==> config.mk <==
export PLATFORM = sky130hd
export DESIGN_NAME = stream_test_ctrl_flat
export DESIGN_NICKNAME = d
export VERILOG_FILES = /design/src/rtl/stream_test_ctrl_if.sv /design/src/rtl/stream_test_ctrl.sv /design/src/flat_wrapper.sv
export SDC_FILE = /design/constraint.sdc
export NUM_CORES = 1
export LEC_CHECK = 0
export ABC_AREA = 0
export CAP_MARGIN = 10
export CORE_MARGIN = 2
export CORE_UTILIZATION = 45
export DETAILED_ROUTE_END_ITERATION = 12
export PLACE_DENSITY_LB_ADDON = 0.3
export SLEW_MARGIN = 20
export SYNTH_ARGS = -nofsm -noshare
export SYNTH_HDL_FRONTEND = slang
export SYNTH_SLANG_ARGS = --single-unit
==> constraint.sdc <==
create_clock -name clk -period 2.1 [get_ports clk]
set_input_delay 0.21 -clock clk [delete_from_list [all_inputs] [get_ports clk]]
set_output_delay 0.21 -clock clk [all_outputs]
set_load 0.005 [all_outputs]
==> src/rtl/stream_test_ctrl_if.sv <==
// Control/status bundle between the test sequencer (master) and the bench side (slave).
// Pure wiring, no latency; level signals with no handshake or backpressure.
interface stream_test_ctrl_if #(
    parameter int NumSpies = 2
) ();
    logic                start;
    logic [NumSpies-1:0] spy_done;
    logic [NumSpies-1:0] spy_err;
    logic                src_enable;
    logic                busy;
    logic                pass;
    logic                fail;
    logic                timeout;
    logic [NumSpies-1:0] err_mask;
    logic [31:0]         cycle_count;

    modport master (
        input  start, spy_done, spy_err,
        output src_enable, busy, pass, fail, timeout, err_mask, cycle_count
    );

    modport slave (
        output start, spy_done, spy_err,
        input  src_enable, busy, pass, fail, timeout, err_mask, cycle_count
    );
endinterface

==> src/rtl/stream_test_ctrl.sv <==
// Test sequencer: start -> RUN (sources on) -> DRAIN -> sticky PASS/FAIL with watchdog and error mask.
// All outputs registered (one cycle after the causing input); no backpressure, spies are level inputs.
module stream_test_ctrl #(
    parameter int          NumSpies      = 2,
    parameter int unsigned TimeoutCycles = 100000,
    parameter int unsigned DrainCycles   = 16,
    parameter bit          StopOnErr     = 1'b1,
    parameter bit          FinishSim     = 1'b1,
    parameter string       TestName      = "undefined",
    parameter bit          PrintMsgs     = 1'b1
) (
    input logic              clk,
    input logic              rst,
    stream_test_ctrl_if.master bus
);

    if (NumSpies < 1 || DrainCycles < 1) begin : g_bad_param
        $error("stream_test_ctrl: NumSpies and DrainCycles must both be >= 1");
    end

    typedef enum logic [2:0] {
        ST_IDLE  = 3'd0,
        ST_RUN   = 3'd1,
        ST_DRAIN = 3'd2,
        ST_PASS  = 3'd3,
        ST_FAIL  = 3'd4
    } state_t;

    localparam logic [31:0] TimeoutLast = 32'(TimeoutCycles - 1);
    localparam logic [31:0] DrainLast   = 32'(DrainCycles - 1);

    state_t              state_q, state_d;
    logic [31:0]         cycle_count_q, cycle_count_d;
    logic [31:0]         drain_cnt_q, drain_cnt_d;
    logic [NumSpies-1:0] err_mask_q, err_mask_d;
    logic                timeout_q, timeout_d;
    logic                src_enable_q, busy_q, pass_q, fail_q;

    logic any_err;
    logic all_done;

    assign any_err  = |bus.spy_err;
    assign all_done = &bus.spy_done;

    always_comb begin
        state_d       = state_q;
        cycle_count_d = cycle_count_q;
        drain_cnt_d   = drain_cnt_q;
        err_mask_d    = err_mask_q;
        timeout_d     = timeout_q;

        case (state_q)
            ST_IDLE: begin
                if (bus.start) begin
                    state_d       = ST_RUN;
                    cycle_count_d = '0;
                    drain_cnt_d   = '0;
                    err_mask_d    = '0;
                    timeout_d     = 1'b0;
                end
            end

            ST_RUN: begin
                err_mask_d = err_mask_q | bus.spy_err;
                if (cycle_count_q != 32'hFFFF_FFFF) begin
                    cycle_count_d = cycle_count_q + 32'd1;
                end
                // Error beats all-done, and all-done beats the watchdog.
                if (StopOnErr && any_err) begin
                    state_d = ST_FAIL;
                end else if (all_done) begin
                    state_d = ST_DRAIN;
                end else if ((TimeoutCycles != 0) && (cycle_count_q == TimeoutLast)) begin
                    state_d   = ST_FAIL;
                    timeout_d = 1'b1;
                end
            end

            ST_DRAIN: begin
                err_mask_d = err_mask_q | bus.spy_err;
                if (StopOnErr && any_err) begin
                    state_d = ST_FAIL;
                end else if (drain_cnt_q == DrainLast) begin
                    state_d = (err_mask_d == '0) ? ST_PASS : ST_FAIL;
                end else begin
                    drain_cnt_d = drain_cnt_q + 32'd1;
                end
            end

            default: ;
        endcase
    end

    always_ff @(posedge clk) begin
        if (rst) begin
            state_q       <= ST_IDLE;
            cycle_count_q <= '0;
            drain_cnt_q   <= '0;
            err_mask_q    <= '0;
            timeout_q     <= 1'b0;
            src_enable_q  <= 1'b0;
            busy_q        <= 1'b0;
            pass_q        <= 1'b0;
            fail_q        <= 1'b0;
        end else begin
            state_q       <= state_d;
            cycle_count_q <= cycle_count_d;
            drain_cnt_q   <= drain_cnt_d;
            err_mask_q    <= err_mask_d;
            timeout_q     <= timeout_d;
            src_enable_q  <= (state_d == ST_RUN);
            busy_q        <= (state_d == ST_RUN) || (state_d == ST_DRAIN);
            pass_q        <= (state_d == ST_PASS);
            fail_q        <= (state_d == ST_FAIL);
        end
    end

    assign bus.src_enable  = src_enable_q;
    assign bus.busy        = busy_q;
    assign bus.pass        = pass_q;
    assign bus.fail        = fail_q;
    assign bus.timeout     = timeout_q;
    assign bus.err_mask    = err_mask_q;
    assign bus.cycle_count = cycle_count_q;

`ifndef SYNTHESIS
    // Messages fire on the entry edge only; terminal states never re-enter without a reset.
    always_ff @(posedge clk) begin
        if (!rst) begin
            if (PrintMsgs && (state_q != ST_PASS) && (state_d == ST_PASS)) begin
                $display("PASS: (\"%s\") %0d cycles", TestName, cycle_count_d);
            end
            if (PrintMsgs && (state_q != ST_FAIL) && (state_d == ST_FAIL)) begin
                if (timeout_d) begin
                    $display("FAIL: (\"%s\") timeout, %0d cycles", TestName, cycle_count_d);
                end else begin
                    $display("FAIL: (\"%s\") err_mask=0x%0h, %0d cycles",
                             TestName, err_mask_d, cycle_count_d);
                end
            end
            if (FinishSim && (pass_q || fail_q)) begin
                $finish;
            end
        end
    end
`endif

endmodule

==> src/flat_wrapper.sv <==
// flat-port wrapper written by rule: the top's interface ports become plain ports
module stream_test_ctrl_flat 
#(
    parameter int          NumSpies      = 2,
    parameter int unsigned TimeoutCycles = 100000,
    parameter int unsigned DrainCycles   = 16,
    parameter bit          StopOnErr     = 1'b1,
    parameter bit          FinishSim     = 1'b1,
    parameter string       TestName      = "         ",
    parameter bit          PrintMsgs     = 1'b1
)
  (clk, rst, bus_start, bus_spy_done, bus_spy_err, bus_src_enable, bus_busy, bus_pass, bus_fail, bus_timeout, bus_err_mask, bus_cycle_count);
  stream_test_ctrl_if #(.NumSpies(NumSpies)) bus_i ();
  input logic clk;
  input logic rst;
  input wire logic [$bits(bus_i.start)-1:0] bus_start;
  input wire logic [$bits(bus_i.spy_done)-1:0] bus_spy_done;
  input wire logic [$bits(bus_i.spy_err)-1:0] bus_spy_err;
  output wire logic [$bits(bus_i.src_enable)-1:0] bus_src_enable;
  output wire logic [$bits(bus_i.busy)-1:0] bus_busy;
  output wire logic [$bits(bus_i.pass)-1:0] bus_pass;
  output wire logic [$bits(bus_i.fail)-1:0] bus_fail;
  output wire logic [$bits(bus_i.timeout)-1:0] bus_timeout;
  output wire logic [$bits(bus_i.err_mask)-1:0] bus_err_mask;
  output wire logic [$bits(bus_i.cycle_count)-1:0] bus_cycle_count;
  assign bus_i.start = bus_start;
  assign bus_i.spy_done = bus_spy_done;
  assign bus_i.spy_err = bus_spy_err;
  assign bus_src_enable = bus_i.src_enable;
  assign bus_busy = bus_i.busy;
  assign bus_pass = bus_i.pass;
  assign bus_fail = bus_i.fail;
  assign bus_timeout = bus_i.timeout;
  assign bus_err_mask = bus_i.err_mask;
  assign bus_cycle_count = bus_i.cycle_count;
  stream_test_ctrl #(.NumSpies(NumSpies), .TimeoutCycles(TimeoutCycles), .DrainCycles(DrainCycles), .StopOnErr(StopOnErr), .FinishSim(FinishSim), .TestName(TestName), .PrintMsgs(PrintMsgs)) u_core (.clk(clk), .rst(rst), .bus(bus_i));
endmodule
==> impl_metrics.py, run 1 <==
metrics = {
    "clock_network": {
        "clk_path_buf_depth": 2,
        "clockRootBuffer": "clkbuf_8",
        "cts_tree": "yes",
        "holdBufCountCts": 0,
        "clk_latency_ns": 0.35,
        "cts.sinks": 74,
        "clk_pin_slew_ns": 0.08,
        "cts_buffers": 9,
        "cts_max_level": 3,
    },
    "critical_path": {
        "crit_type": "flop to flop",
        "r2r_slack_ns": -0.07,
        "r2r-end": "u_core.drain_cnt_q[29]$_SDFFE_PP0P_",
        "crit_fanout": 4,
        "endpoint_kind": "flop",
        "r2r_cells": 8,
        "start_kind": "flop",
        "worstPathRequired_ns": 2.38,
        "r2r_start": "u_core.drain_cnt_q[0]$_SDFFE_PP0P_",
        "arrival_ns": 2.45,
    },
    "status": {
        "violations": "setup timing",
        "outcome": "finished, violations left",
    },
    "yosys": {
        "yosysTopAreaCellShare": 0.403,
        "synth.distinct_cells": 50,
        "synth_enable_flop_cells": 0,
        "avgSynthCellArea_um2": 8.22,
        "yosysTopAreaCell": "dfxtp_1",
        "synth_area_leaders": "dfxtp_1 (40%), xnor2_1 (6.7%), nor2_1 (6.1%), a21oi_1 (4.2%), or3_1 (3.7%)",
        "synthesis.nets": 456,
        "synth_cells": 447,
        "synthArstFlopShare": 0,
        "synth-seq-cells": 74,
        "seq_area_frac_synth": 0.403,
        "synth-main-ff-cell": "dfxtp_1",
        "synth_area_mm2": 0.00367,
        "yosysWarnings": 0,
    },
    "placed_design": {
        "dp_hpwl_um": 7340,
        "placed_area_mm2": 0.00490,
        "port_buffers": 45,
        "gp_congestion": 0.873,
        "place_ws_ns": -0.350,
    },
    "final_layout": {
        "fillerInstances": 599,
        "multi_input_area_mm2": 0.00226,
        "area_growth_pct": 49.1,
        "final_core_util": 0.702,
        "layout_common_cells": "buf_4 (97), dfxtp_1 (65), nor2_1 (60)",
        "nets": 599,
        "diodes": 0,
        "stdcell_area_mm2": 0.00548,
        "register_area_mm2": 0.00149,
        "final_layout_size_suffix_gt1_frac": 0.287,
        "layout.cells.most_common": "buf_4",
    },
    "drt": {
        "wl_per_cell_um": 15.4,
        "drtIter0Drc": 176,
        "routed.top_layer": "met4",
        "met1_length_um": 4670,
        "via_count": 3941,
        "drt_wl_total_um": 10800,
        "wl_met2_um": 5280,
        "route.met3.wl_um": 560,
        "drc": 0,
        "first_pass_iters": 4,
        "ant_nets": 0,
        "via_per_inst": 5.65,
    },
    "min_path": {
        "hold_class": "flop to flop",
        "min-delay-start": "u_core.drain_cnt_q[18]$_SDFFE_PP0P_",
        "min_to": "u_core.drain_cnt_q[18]$_SDFFE_PP0P_",
        "min_path_cells": 2,
    },
    "timing": {
        "worstMarginPinSlew_ns": 0.446,
        "rsz0062_at_grt": "true",
        "finalHoldViolCount": 0,
        "period_needed_ns": 2.17,
        "period_share": 1.03,
        "setup_viol": 8,
        "clock_skew_ns": 0.00772,
        "slew_headroom": 0.700,
        "holdWs_ns": 0.515,
        "setup_slack_ns": -0.0726,
        "fmax_ghz": 0.460,
        "slew_viol_final": 0,
    },
    "pwr": {
        "ir_drop_v": 0.000349,
        "fin_total_pwr_mw": 2.82,
        "powerDensity_mw_per_mm2": 516,
        "p_leak_nw": 1.88,
    },
    "global_route": {
        "antenna_found_initial": 0,
        "overflow": 0,
        "grt_max_degree": 30,
        "grt_pass1_wl_um": 16800,
        "grt_pass1_vias": 3673,
        "grtUsageTotal": 0.235,
    },
    "floorplan": {
        "start_util": 0.471,
        "pin_count": 46,
        "num_rows": 32,
        "die_x_um": 94.4,
        "fp.dieArea_mm2": 0.00890,
        "coreArea_mm2": 0.00781,
        "die_h_um": 94.4,
    },
    "flow_run": {
        "drv_cap": 0,
    },
}
-- cells by family after synthesis --
logic type                 synth area share
xor gates and xnor gates             0.0906
and+or+nand+nor                       0.319
muxes                               0.00545
buffers and inverters                0.0402
adders and majority gates           0.00681
DFF                                   0.403
AOI/OAI and AO/OA                     0.134
-- worst max-delay path by stage --
stage / endpoint / slack, ns / cells after the start / start
after detailed placement: u_core.drain_cnt_q[28]$_SDFFE_PP0P_ / -0.35 / 6 / bus_start
after global placement: u_core.drain_cnt_q[28]$_SDFFE_PP0P_ / -0.29 / 6 / bus_start
final: u_core.drain_cnt_q[29]$_SDFFE_PP0P_ / -0.07 / 8 / u_core.drain_cnt_q[0]$_SDFFE_PP0P_
after CTS: u_core.drain_cnt_q[25]$_SDFFE_PP0P_ / -0.08 / 8 / u_core.drain_cnt_q[0]$_SDFFE_PP0P_
after floorplan: u_core.drain_cnt_q[23]$_SDFFE_PP0P_ / -0.02 / 7 / u_core.state_q[0]$_SDFF_PP0_
after global routing: u_core.drain_cnt_q[25]$_SDFFE_PP0P_ / -0.15 / 8 / u_core.drain_cnt_q[0]$_SDFFE_PP0P_
-- where the power goes --
part	leakage (nW)	switching [mW]	internal, mW
logic	1.18	0.142	0.142
registers	0.601	0.00744	1.42
clock network	0.0966	0.533	0.583
total	1.88	0.683	2.14
-- metrics by stage --
step           std cells  TNS [ns]
2_1_floorplan        447   -0.0475
3_3_place_gp         667     -9.16
3_5_place_dp         667    -12.01
4_1_cts              686    -0.372
5_1_grt              697     -1.35
6_report             697    -0.392
-- critical path: stages (launching register included) --
cell and delay, ns:
dfxtp_2 0.34, ha_4 0.17, nand3_4 0.08, nand4b_1 0.22, o2111ai_4 0.14, a2111o_1 0.54, buf_4 0.18, or3_1 0.30
a21oi_1 0.13
-- synth_stat cells, types with 7 or more instances --
library cell,number
a211oi_1,10
a21oi_1,31
buf_2,7
clkbuf_1,13
dfxtp_1,74
inv_1,14
nand2_1,25
nand3_1,27
nand4_1,21
nor2_1,60
nor3_1,20
nor4_1,15
o21ai_0,20
or3_1,22
xnor2_1,28
xor2_1,10
-- metal layers --
metal,up-vias,track usage
met4,0,0.0942
met2,119,0.393
met3,21,0.0439
met5,-,0
li1,1912,-
met1,1889,0.300
-- layout make-up --
cell class | instances | share of cell area
flip-flops and latches | 74 | 0.272
inverters | 14 | 0.00959
clock inverters | 4 | 0.00936
clock buffers | 12 | 0.0265
multi-input cells | 339 | 0.412
repair buffers | 152 | 0.247
well taps | 102 | 0.0233
-- registers in the layout (all words and copies together), names as in the netlist --
register and flops:
u_core.bus.fail 1, u_core.bus.cycle_count 32, u_core.bus.timeout 1, u_core.bus.err_mask 2
u_core.state_q 3, u_core.drain_cnt_q 32, u_core.bus.src_enable 1, u_core.bus.busy 1
u_core.bus.pass 1
-- what timing repair did --
| action | CTS | global route |
|---|---|---|
| gates resized for setup | 17 | 41 |
| pin swaps | 8 | 17 |
| gates cloned | 0 | 3 |
| endpoints found under the hold margin | 0 | 0 |
| setup buffers | 3 | 8 |
| setup endpoints to repair | 28 | 50 |
Note: power is estimated with default switching activity, not from simulation.
==> inputs of run 2 (changes only) <==
--- a/config.mk
+++ b/config.mk
@@ -7,7 +7,7 @@
 export LEC_CHECK = 0
 export ABC_AREA = 0
 export CAP_MARGIN = 10
-export CORE_MARGIN = 2
+export CORE_MARGIN = 4
 export CORE_UTILIZATION = 45
 export DETAILED_ROUTE_END_ITERATION = 12
 export PLACE_DENSITY_LB_ADDON = 0.3
==> constraint.sdc (replaced) <==
create_clock -name clk -period 2.1 [get_ports clk]
set_input_delay 0.315 -clock clk [delete_from_list [all_inputs] [get_ports clk]]
set_output_delay 0.315 -clock clk [all_outputs]
set_load 0.005 [all_outputs]
==> run 2 against run 1 <==
The run still ends with setup timing left; core utilization fell by 1.7 points; total power rose by 2.4%; non-clock buffer count fell by 15.
==> impl_metrics.py, run 2 (same netlist as run 1, synthesis figures left out) <==
metrics = {
    "clock_network": {
        "cts_max_level": 3,
        "clk_path_buf_depth": 2,
        "holdBufCountCts": 0,
        "cts.sinks": 74,
        "cts_buffers": 9,
        "clockRootBuffer": "clkbuf_8",
        "clk_latency_ns": 0.36,
        "clk_pin_slew_ns": 0.09,
        "cts_tree": "yes",
    },
    "critical_path": {
        "start_kind": "flop",
        "critical-path-top-delay-family": "compound AO/OA/AOI/OAI gates",
        "worstPathCellList": "ha_4 -> nand3_4 -> nand4b_1 -> o2111ai_4 -> a2111o_1 -> or4_1 -> a21oi_1",
        "worstPathRequired_ns": 2.38,
        "endpoint_kind": "flop",
        "arrival_ns": 2.39,
        "cp.buffers_inverters": 0,
        "crit_type": "flop to flop",
        "critPathSlowestCell": "a2111o_1",
        "max_stage_delay_ns": 0.51,
        "crit_fanout": 7,
    },
    "timing": {
        "finalHoldViolCount": 0,
        "setup_slack_ns": -0.00983,
        "period_needed_ns": 2.11,
        "finalSetupTns_ns": -0.0188,
        "setup_viol": 2,
        "period_share": 1.00,
        "rsz0062_at_grt": "true",
        "fmax_ghz": 0.474,
        "clock_skew_ns": 0.0159,
        "slew_viol_final": 0,
        "slew_headroom": 0.706,
        "worstMarginPinSlew_ns": 0.437,
    },
    "global_route": {
        "grt_max_degree": 31,
        "grt_util_met2": 0.345,
        "overflow": 0,
        "gr-usage-met3": 0.0429,
        "antenna_found_initial": 0,
        "grt_pass1_wl_um": 16400,
        "busiest_layer": "met2",
        "grt_pass1_vias": 3548,
        "grtUsageTotal": 0.207,
        "met1_usage": 0.251,
    },
    "pwr": {
        "p_leak_nw": 1.83,
        "ir_drop_v": 0.000314,
        "powerDensity_mw_per_mm2": 538,
        "fin_total_pwr_mw": 2.89,
    },
    "drt": {
        "wl_per_cell_um": 15.8,
        "drt_wl_total_um": 10800,
        "drtIter0Drc": 205,
        "via_per_inst": 5.69,
        "first_pass_iters": 4,
        "via_count": 3882,
        "drc": 0,
        "ant_nets": 0,
    },
    "floorplan": {
        "start_util": 0.468,
        "num_rows": 32,
        "coreArea_mm2": 0.00785,
        "pin_count": 46,
        "die_x_um": 98.4,
        "die_h_um": 98.4,
        "fp.dieArea_mm2": 0.00968,
    },
    "final_layout": {
        "register_area_mm2": 0.00150,
        "layout_common_cells": "buf_4 (85), nor2_1 (59), dfxtp_1 (59)",
        "multi_input_area_mm2": 0.00227,
        "fillerInstances": 630,
        "layout.cells.most_common": "buf_4",
        "final_layout_size_suffix_gt1_frac": 0.290,
        "area_growth_pct": 46.2,
        "nets": 585,
        "diodes": 0,
    },
    "placed_design": {
        "dp_hpwl_um": 7230,
        "port_buffers": 45,
        "gp_congestion": 0.851,
    },
    "min_path": {
        "hold_class": "flop to flop",
    },
    "flow_run": {
        "drv_cap": 0,
    },
    "status": {
        "outcome": "finished, violations left",
        "violations": "setup timing",
    },
}
-- run 2: layer usage --
metal	wire, µm	up-vias
li1	-	1884
met1	4690	1853
met2	5280	122
met3	574	23
met4	248	0
met5	0	-
-- run 2: path summary, 6_finish.rpt --
check / startpoint / endpoint / slack [ns] / cells past startpoint
max: u_core.drain_cnt_q[0]$_SDFFE_PP0P_ / u_core.drain_cnt_q[27]$_SDFFE_PP0P_ / -0.01 / 7
min reg2reg: u_core.bus.timeout$_SDFFE_PP0P_ / u_core.bus.timeout$_SDFFE_PP0P_ / 0.50 / 2
min: u_core.bus.timeout$_SDFFE_PP0P_ / u_core.bus.timeout$_SDFFE_PP0P_ / 0.50 / 2
max reg2reg: u_core.drain_cnt_q[0]$_SDFFE_PP0P_ / u_core.drain_cnt_q[27]$_SDFFE_PP0P_ / -0.01 / 7
-- run 2: area by class of cell --
type,instances,share of cell area
Clock buffer,9,0.0231
Clock inverter,6,0.0154
Inverter,14,0.00978
Multi-Input combinational cell,340,0.422
Sequential cell,74,0.279
Tap cell,102,0.0237
Timing Repair Buffer,137,0.227
-- run 2: metrics by stage --
step                 util  worst slack [ns]  instances  instance area [µm²]  hold slack [ns]
floorplan               -           -0.0238        447                 3680            0.450
global placement    0.616            -0.414        658                 4840            0.483
detailed placement  0.616            -0.442        658                 4840            0.480
CTS                 0.656           -0.0298        676                 5150            0.500
global route        0.685           -0.0938        682                 5370            0.553
finish              0.685          -0.00983        682                 5370            0.499
-- run 2: worst min-delay path, delay by kind of cell (launching register included) --
| family | cells | cell delay (ns) |
|---|---|---|
| DFF | 1 | 0.35 |
| and+or+nand+nor | 1 | 0.07 |
| AOI/OAI and AO/OA | 1 | 0.05 |
-- run 2: repair_timing --
item                                    in CTS  in global routing
endpoints found under the setup margin      31                 48
buffers inserted                             2                  4
gates cloned                                 1                  2
resized for setup                           18                 47
pin swaps                                    4                 22
-- run 2: power breakdown --
group / total (mW) / leakage, nW / switching, mW / internal, mW
clock network: 1.20 / 0.105 / 0.542 / 0.656
registers: 1.42 / 0.605 / 0.00867 / 1.42
logic: 0.269 / 1.12 / 0.141 / 0.128
==> inputs of run 3 (changes only) <==
--- a/config.mk
+++ b/config.mk
@@ -5,7 +5,6 @@
 export SDC_FILE = /design/constraint.sdc
 export NUM_CORES = 1
 export LEC_CHECK = 0
-export ABC_AREA = 0
 export CAP_MARGIN = 10
 export CORE_MARGIN = 4
 export CORE_UTILIZATION = 45
==> results of run 3 <==
No change in the layout: final DEF, timing and power equal those of run 2.
